### config.mk
export PLATFORM = sky130hd
export DESIGN_NAME = mesh_timestep_scheduler
export DESIGN_NICKNAME = d
export VERILOG_FILES = /design/src/rtl/mesh_timestep_scheduler.sv
export SDC_FILE = /design/constraint.sdc
export NUM_CORES = 1
export LEC_CHECK = 0
export ABC_AREA = 0
export CAP_MARGIN = 20
export CORE_MARGIN = 2
export CORE_UTILIZATION = 55
export CTS_CLUSTER_SIZE = 8
export DETAILED_ROUTE_END_ITERATION = 8
export PLACE_DENSITY = 0.8
export SLEW_MARGIN = 20
export SYNTH_ARGS = -nofsm -noshare
export SYNTH_HDL_FRONTEND = slang
export SYNTH_SLANG_ARGS = --single-unit
export TNS_END_PERCENT = 30
### constraint.sdc
create_clock -name clk -period 4.45 [get_ports clk]
set_clock_uncertainty 0.1 [all_clocks]
set_input_delay 0.445 -clock clk [delete_from_list [all_inputs] [get_ports clk]]
set_output_delay 0.445 -clock clk [all_outputs]
set_load 0.01 [all_outputs]
### src/rtl/mesh_timestep_scheduler.sv
`default_nettype none
// ============================================================================
// Module   : mesh_timestep_scheduler
// Brief    : Global SNN timestep sequencer; broadcasts step-start, gathers
//            node-done flags, waits for NoC drain, traps hung nodes.
// Revision : 1.0 - initial release
// ============================================================================
module mesh_timestep_scheduler #(
    parameter int NUM_NODES    = 4,
    parameter int TS_WIDTH     = 16,
    parameter int TO_WIDTH     = 16,
    parameter int DRAIN_CYCLES = 8
) (
    input  logic                 clk,
    input  logic                 rst,
    input  logic                 start,
    input  logic                 abort,
    input  logic [TS_WIDTH-1:0]  cfg_num_steps,
    input  logic [TO_WIDTH-1:0]  cfg_timeout,
    input  logic [NUM_NODES-1:0] node_done,
    input  logic                 noc_idle,
    output logic                 step_start,
    output logic [TS_WIDTH-1:0]  timestep,
    output logic                 busy,
    output logic                 run_done,
    output logic                 timeout_err,
    output logic [NUM_NODES-1:0] pending_mask
);

    localparam int                   c_drain_w      = $clog2(DRAIN_CYCLES + 1);
    localparam logic [c_drain_w-1:0] c_drain_target = c_drain_w'(DRAIN_CYCLES);
    localparam logic [NUM_NODES-1:0] c_all_ones     = '1;

    typedef enum logic [2:0] {
        c_idle    = 3'd0,
        c_start   = 3'd1,
        c_compute = 3'd2,
        c_drain   = 3'd3,
        c_advance = 3'd4,
        c_done    = 3'd5,
        c_error   = 3'd6
    } state_t;

    state_t                 r_state;
    state_t                 w_state_nxt;

    logic [TS_WIDTH-1:0]    r_num_steps;
    logic [TO_WIDTH-1:0]    r_timeout;
    logic [TS_WIDTH-1:0]    r_timestep;
    logic [NUM_NODES-1:0]   r_latch;
    logic [NUM_NODES-1:0]   r_pending;
    logic [TO_WIDTH-1:0]    r_wd;
    logic [c_drain_w-1:0]   r_drain;

    logic [NUM_NODES-1:0]   w_done_acc;
    logic                   w_all_done;
    logic [TO_WIDTH-1:0]    w_wd_inc;
    logic                   w_wd_expire;
    logic [c_drain_w-1:0]   w_drain_inc;
    logic                   w_drained;
    logic                   w_last_step;
    logic                   w_abort;
    logic                   w_accept;

    assign w_done_acc  = r_latch | node_done;
    assign w_all_done  = (w_done_acc == c_all_ones);
    assign w_wd_inc    = r_wd + TO_WIDTH'(1);
    assign w_wd_expire = (r_timeout != '0) && (w_wd_inc == r_timeout);
    assign w_drain_inc = r_drain + c_drain_w'(1);
    assign w_drained   = noc_idle && (w_drain_inc == c_drain_target);
    assign w_last_step = (r_timestep == (r_num_steps - TS_WIDTH'(1)));
    assign w_abort     = abort && (r_state != c_idle);
    assign w_accept    = (r_state == c_idle) && start && (cfg_num_steps != '0);

    always_ff @(posedge clk) begin
        if (!rst) begin
            r_state <= c_idle;
        end else begin
            r_state <= w_state_nxt;
        end
    end

    // All-done is tested before the watchdog so a same-cycle tie goes to DRAIN.
    always_comb begin
        w_state_nxt = r_state;
        case (r_state)
            c_idle: begin
                if (start) begin
                    w_state_nxt = (cfg_num_steps != '0) ? c_start : c_done;
                end
            end
            c_start:   w_state_nxt = c_compute;
            c_compute: begin
                if (w_all_done) begin
                    w_state_nxt = c_drain;
                end else if (w_wd_expire) begin
                    w_state_nxt = c_error;
                end
            end
            c_drain: begin
                if (w_drained) begin
                    w_state_nxt = c_advance;
                end
            end
            c_advance: w_state_nxt = w_last_step ? c_done : c_start;
            c_done:    w_state_nxt = c_idle;
            c_error:   w_state_nxt = c_error;
            default:   w_state_nxt = c_idle;
        endcase
        if (w_abort) begin
            w_state_nxt = c_idle;
        end
    end

    always_ff @(posedge clk) begin
        if (!rst) begin
            r_num_steps <= '0;
            r_timeout   <= '0;
            r_timestep  <= '0;
            r_latch     <= '0;
            r_pending   <= '0;
            r_wd        <= '0;
            r_drain     <= '0;
        end else if (w_abort) begin
            r_timestep  <= '0;
            r_latch     <= '0;
            r_pending   <= '0;
            r_wd        <= '0;
            r_drain     <= '0;
        end else begin
            case (r_state)
                c_idle: begin
                    if (w_accept) begin
                        r_num_steps <= cfg_num_steps;
                        r_timeout   <= cfg_timeout;
                        r_timestep  <= '0;
                    end
                end
                // node_done is stale here, so the latch restarts from zero.
                c_start: begin
                    r_latch   <= '0;
                    r_pending <= c_all_ones;
                    r_wd      <= '0;
                    r_drain   <= '0;
                end
                c_compute: begin
                    r_latch   <= w_done_acc;
                    r_pending <= ~w_done_acc;
                    if (!w_all_done) begin
                        r_wd <= w_wd_inc;
                    end
                end
                c_drain: begin
                    r_drain <= noc_idle ? w_drain_inc : '0;
                end
                c_advance: begin
                    r_drain <= '0;
                    if (!w_last_step) begin
                        r_timestep <= r_timestep + TS_WIDTH'(1);
                    end
                end
                default: begin
                end
            endcase
        end
    end

    assign step_start   = (r_state == c_start);
    assign busy         = (r_state != c_idle);
    assign run_done     = (r_state == c_done);
    assign timeout_err  = (r_state == c_error);
    assign timestep     = r_timestep;
    assign pending_mask = r_pending;

endmodule
`default_nettype wire

; ---- Word level (Yosys, flattened, before mapping)
; Index checks and enable logic that the tools add are counted.
[classes]
reduce_logical = 18
n_addsub = 4
muxes = 16
n_bitwise = 4
eq_ne = 16
[ops]
columns = operator, n
row1 = 16-bit case mux with 2 select lines, 2
row2 = 16-bit two-way mux, 3
row3 = 16-bit by 1-bit adder with 16-bit output (second input constant), 2
row4 = 16-bit == test, 2
row5 = 16-bit nonzero test, 2
row6 = 4-bit case mux with 2 select lines, 3
row7 = 3-bit two-way mux, 6
row8 = 3-bit case mux with 6 select lines, 1
row9 = 16-bit by 1-bit subtractor with 16-bit output (second input constant), 1
row10 = 2-bit != test (second input constant), 5
row11 = 3-bit == test (second input constant), 3
row12 = 3-bit AND reduction, 3
row13 = 4-bit == test (second input constant), 2
row14 = 3-bit by 2-bit == test with 1-bit output (second input constant), 2
row15 = 2-bit nonzero test, 3
row16 = 1-bit logical AND, 5
row17 = 4-bit by 1-bit adder with 4-bit output (second input constant), 1
row18 = 4-bit two-way mux, 1
row19 = 4-bit NOT, 1
row20 = 4-bit bitwise OR, 1
row21 = 2-bit OR reduction, 2
row22 = 3-bit by 1-bit == test with 1-bit output (second input constant), 1
row23 = 3-bit logical NOT, 1
row24 = 3-bit != test (second input constant), 1
row25 = 3 further kinds, 4
[word_totals]
out_inout_bits = 24
reg_bits = 79
in_bits = 41
elab_cells = 66

; ---- Depth between registers and ports, before layout
[depth]
ltp_word = 6
ltp_mapped = 12
depth_no_buf = 10

; ---- Worst setup path after synthesis
; OpenSTA, ideal clock, no wires.
[synth_path]
path_type = register to register
start = register r_num_steps[0]
end = register r_timestep[0], in the netlist timestep[0]
period_less_slack_ps = 3140
required_time_ps = 4207
stages_incl_launch_ff = 12
t_arrival_ps = 2896
n_path_buf = 1
setup_time_ps = 143
slack_ps = 1310
cell_sequence = dfxtp_1 > inv_1 > ha_1 > or4b_1 > clkbuf_1 > or3_1 > a2111o_1 > a2111oi_2 > nand4_1 > or3b_4 > a31oi_1 > a311oi_1
[synth_via]
elab_chain_len = 4
[synth_lines]
columns = element, line
row1 = "start, declared", 47  ; logic [TS_WIDTH-1:0] r_num_steps;
row2 = "start signal, assigned", 134  ; r_num_steps <= cfg_num_steps;
row3 = 16-bit by 1-bit subtractor with 16-bit output, 71  ; assign w_last_step = (r_timestep == (r_num_steps - TS_WIDTH'(1)));
row4 = 16-bit == test, 71
row5 = 2-bit != test (no line), n/a
row6 = 3-bit AND reduction (no line), n/a
row7 = "end signal, assigned", 159  ; r_timestep <= r_timestep + TS_WIDTH'(1);
row8 = "end, declared", 49  ; logic [TS_WIDTH-1:0] r_timestep;
; Every way passes these cells.
; A chain may end at the register's enable or synchronous reset.

; ---- Worst setup path in the final report
[layout_path]
start = register r_num_steps[0]
end = register r_timestep[5], in the netlist timestep[5]
; The elaborated chain is that of the path after synthesis.

==> summary.md <==
| Metric | Value |
|---|---|
| Die Span X | `96.2 um` |
| Initial Util | `56.8%` |
| Worst hold start | `r_timeout[6]` |
| Critical Path RT | `4.64 ns` |
| Area contributors post-synth | `dfxtp_1 34%, nand2_1 8.0%, a21boi_0 5.1%, xnor2_1 5.1%, xor2_1 3.9%` |
| Leakage power | `2.03 nW` |
| Wire per inst | `15.6 um` |
| Final Critical Period | `3.58 ns` |
| Yosys top cell area share | `33.9%` |
| Reg2reg setup slack | `0.87 ns` |
| Area after DPL | `0.00531 mm2` |
| DPL Wire Length | `8550 um` |
| Fin. Hold Viols | `0` |
| Max-slew violations | `0` |
| P per Cell Area | `449 mW/mm2` |
| Final cell count without fillers | `758` |
| # IOs | `65` |
| Post-Syn Instances | `609` |
| First-pass GRT wire length | `19,400 um` |
| CTS H-tree lvls | `3` |
| Synth cell types | `61` |
| Setup CP Type | `flip-flop to flip-flop` |
| Worst-Margin Slew | `0.756 ns` |
| Area delta synth->final | `18.7%` |
| Clk buf depth | `2` |
| Status | `finished clean` |
| Clock Tree Root | `clkbuf_8` |
| Vias/cell | `5.96` |
| Most frequent cell after synthesis | `nand2_1` |
| Post-synth EDFFs | `0` |
| # placed instances | `742` |
| Worst Path Max Fanout | `11` |
| Post-CTS Setup Bufs | `0` |
| Post-Route Setup TNS | `0 ns` |
| Vias in the first global route | `4,236` |
| Diodes inserted | `0` |
| Register Area | `0.00158 mm2` |
| Max Cap Violations | `0` |
| F_max | `279 MHz` |
| Worst setup SP type | `flip-flop` |
| Synth top cells by count | `99 x nand2_1, 79 x dfxtp_1, 47 x nor2_1` |
| Reg2reg end | `timestep[5]` |
| Post-route DRC | `0` |
| Hold-critical path endpoint | `r_timeout[6]` |
| Layout Nets | `694` |
| Asr flop ratio synth | `0%` |
| Hold/Removal Path Class | `flip-flop to flip-flop` |
| Largest net degree at the start of global routing | `37` |
| CP Capture Type | `flip-flop` |
| Worst-path clk slew | `0.08 ns` |
| R2r worst-path depth | `10` |
| Fraction of layout cells with a size suffix above 1 | `4.59%` |
| Antenna Nets Post-Route | `0` |
| DRT Wirelength | `11,800 um` |
| Peak supply drop | `0.000347 V` |
| Total grt overflow | `0` |
| Flop and latch count out of synthesis | `79` |
| Initial antenna violation count | `0` |
| Worst-Skew Late Latency | `0.36 ns` |
| Hold Buf Count CTS | `0` |
| Gpl congestion | `0.886` |
| Finish-stage setup viols | `0` |
| Area leader, netlist | `dfxtp_1` |
| Main synth FF type | `dfxtp_1` |
| Vias after detailed routing | `4,519` |
| Post-CTS Resized | `0` |
| DIE AREA | `0.00925 mm2` |
| Fin area | `0.00555 mm2` |
| CTS tree | `done` |
| GRT Overall Usage | `26.5%` |
| Multi-input logic area | `0.00287 mm2` |
| DR iter-0 viols | `151` |
| Synthesized area | `0.00467 mm2` |
| CTS buffer count | `9` |
| RSZ-0062 raised after global routing | `no` |
| Hold path depth | `2` |
| Die Ht | `96.2 um` |
| Row count | `33` |
| Worst rel slew slack | `49.2%` |
| Syn Area/Cell | `7.67 um2` |
| R2r startpoint | `r_num_steps[0]` |
| Core Area | `0.00822 mm2` |
| Net Count, Synth | `655` |
| Worst path arrival time | `3.77 ns` |
| Seq/Total Area, Yosys | `33.9%` |
| Initial DRT Pass Iterations | `7` |
| YS warnings | `0` |
| CTS Sinks | `79` |
| Count of input and output buffers | `64` |
| Fill cells | `698` |
| Final Cycle Share | `80.5%` |
[power by group]
group / switching, mW / total [mW] / internal, mW / leakage (nW)
sequential: 0.128 / 0.923 / 0.795 / 0.642
combinational: 0.530 / 0.921 / 0.391 / 1.27
clock: 0.272 / 0.644 / 0.372 / 0.120
[layer usage]
metal | part of all wire (%) | up-vias | track usage (%)
met5 | 0 | - | 0
met4 | 2.0 | 0 | 9.29
met3 | 5.3 | 23 | 5.64
met2 | 51 | 123 | 47.5
met1 | 42 | 2117 | 31.1
li1 | - | 2256 | -
[how the worst max path moves through the flow]
stage                   start          end  slack, ns  depth (start not counted)
6_report       r_num_steps[0]  timestep[5]       0.87                         10
2_1_floorplan  r_num_steps[0]  timestep[0]       1.31                         11
3_5_place_dp   r_num_steps[0]  timestep[9]       0.94                          8
4_1_cts        r_num_steps[0]  timestep[5]       0.89                         10
3_3_place_gp   r_num_steps[0]  timestep[9]       1.05                          8
5_1_grt        r_num_steps[0]  timestep[5]       0.51                         10
[kinds of logic after synthesis]
| kind of cell | Yosys count | share of synthesized area [%] |
|---|---|---|
| AO/OA/AOI/OAI | 143 | 20.7 |
| XOR/XNOR | 48 | 9.00 |
| AND/OR/NAND/NOR | 277 | 29.4 |
| buffers and inverters | 53 | 4.77 |
| flip-flops | 79 | 33.9 |
| multiplexers | 4 | 0.857 |
| adder cells (fa/ha/maj) | 5 | 1.34 |
[flip-flops by register name, indices dropped and copies added, names as in the netlist]
| name | flops |
|---|---|
| r_state | 3 |
| r_num_steps | 16 |
| timestep | 16 |
| r_wd | 16 |
| pending_mask | 4 |
| r_latch | 4 |
| r_drain | 4 |
| r_timeout | 16 |
[critical path, cell delays in order (launching register included)]
cell and delay, ns:
dfxtp_1 0.36, inv_1 0.07, ha_1 0.22, or4b_1 0.58
or3_1 0.39, a2111o_1 0.46, a211oi_1 0.21, nand4_1 0.19
o21ai_1 0.55, o21ai_0 0.22, a21oi_1 0.16
[placed cells by master (no fill, tap or decap), types with 4 or more instances in the layout]
cell type        count
nand2_1             99
dfxtp_1             79
clkdlybuf4s50_1     64
nor2_1              46
a21boi_0            32
a21oi_1             30
xnor2_1             27
o21ai_0             23
or3_1               21
xor2_1              21
nand3_1             17
and3_1              14
nor4_1              14
nand4_1             13
nor3_1              13
inv_1               11
and2_1              11
clkbuf_8             9
or4_1                7
a22oi_1              7
a31oi_1              6
buf_4                6
and4_1               5
nand3b_1             5
a211oi_1             5
o22ai_1              5
ha_1                 5
mux2i_1              4
[per-stage QoR]
stage | setup WS, ns | util [%] | total power [mW] | hold WS [ns]
CTS | 0.888 | 67.5 | 2.49 | 0.395
floorplan | 1.31 | - | 1.59 | 0.355
detailed placement | 0.940 | 64.6 | 1.85 | 0.384
global placement | 1.05 | 64.6 | 1.82 | 0.380
finish | 0.866 | 67.5 | 2.49 | 0.393
global route | 0.506 | 67.5 | 2.64 | 0.425
[final cells by class]
type                            count  share of cell area, %
Tap cell                          105                   2.37
Clock inverter                      6                   1.96
Sequential cell                    79                   28.5
Timing Repair Buffer               70                   12.4
Multi-Input combinational cell    477                   51.7
Clock buffer                       10                   2.30
Inverter                           11                  0.745
Note: power is estimated with default switching activity, not from simulation.
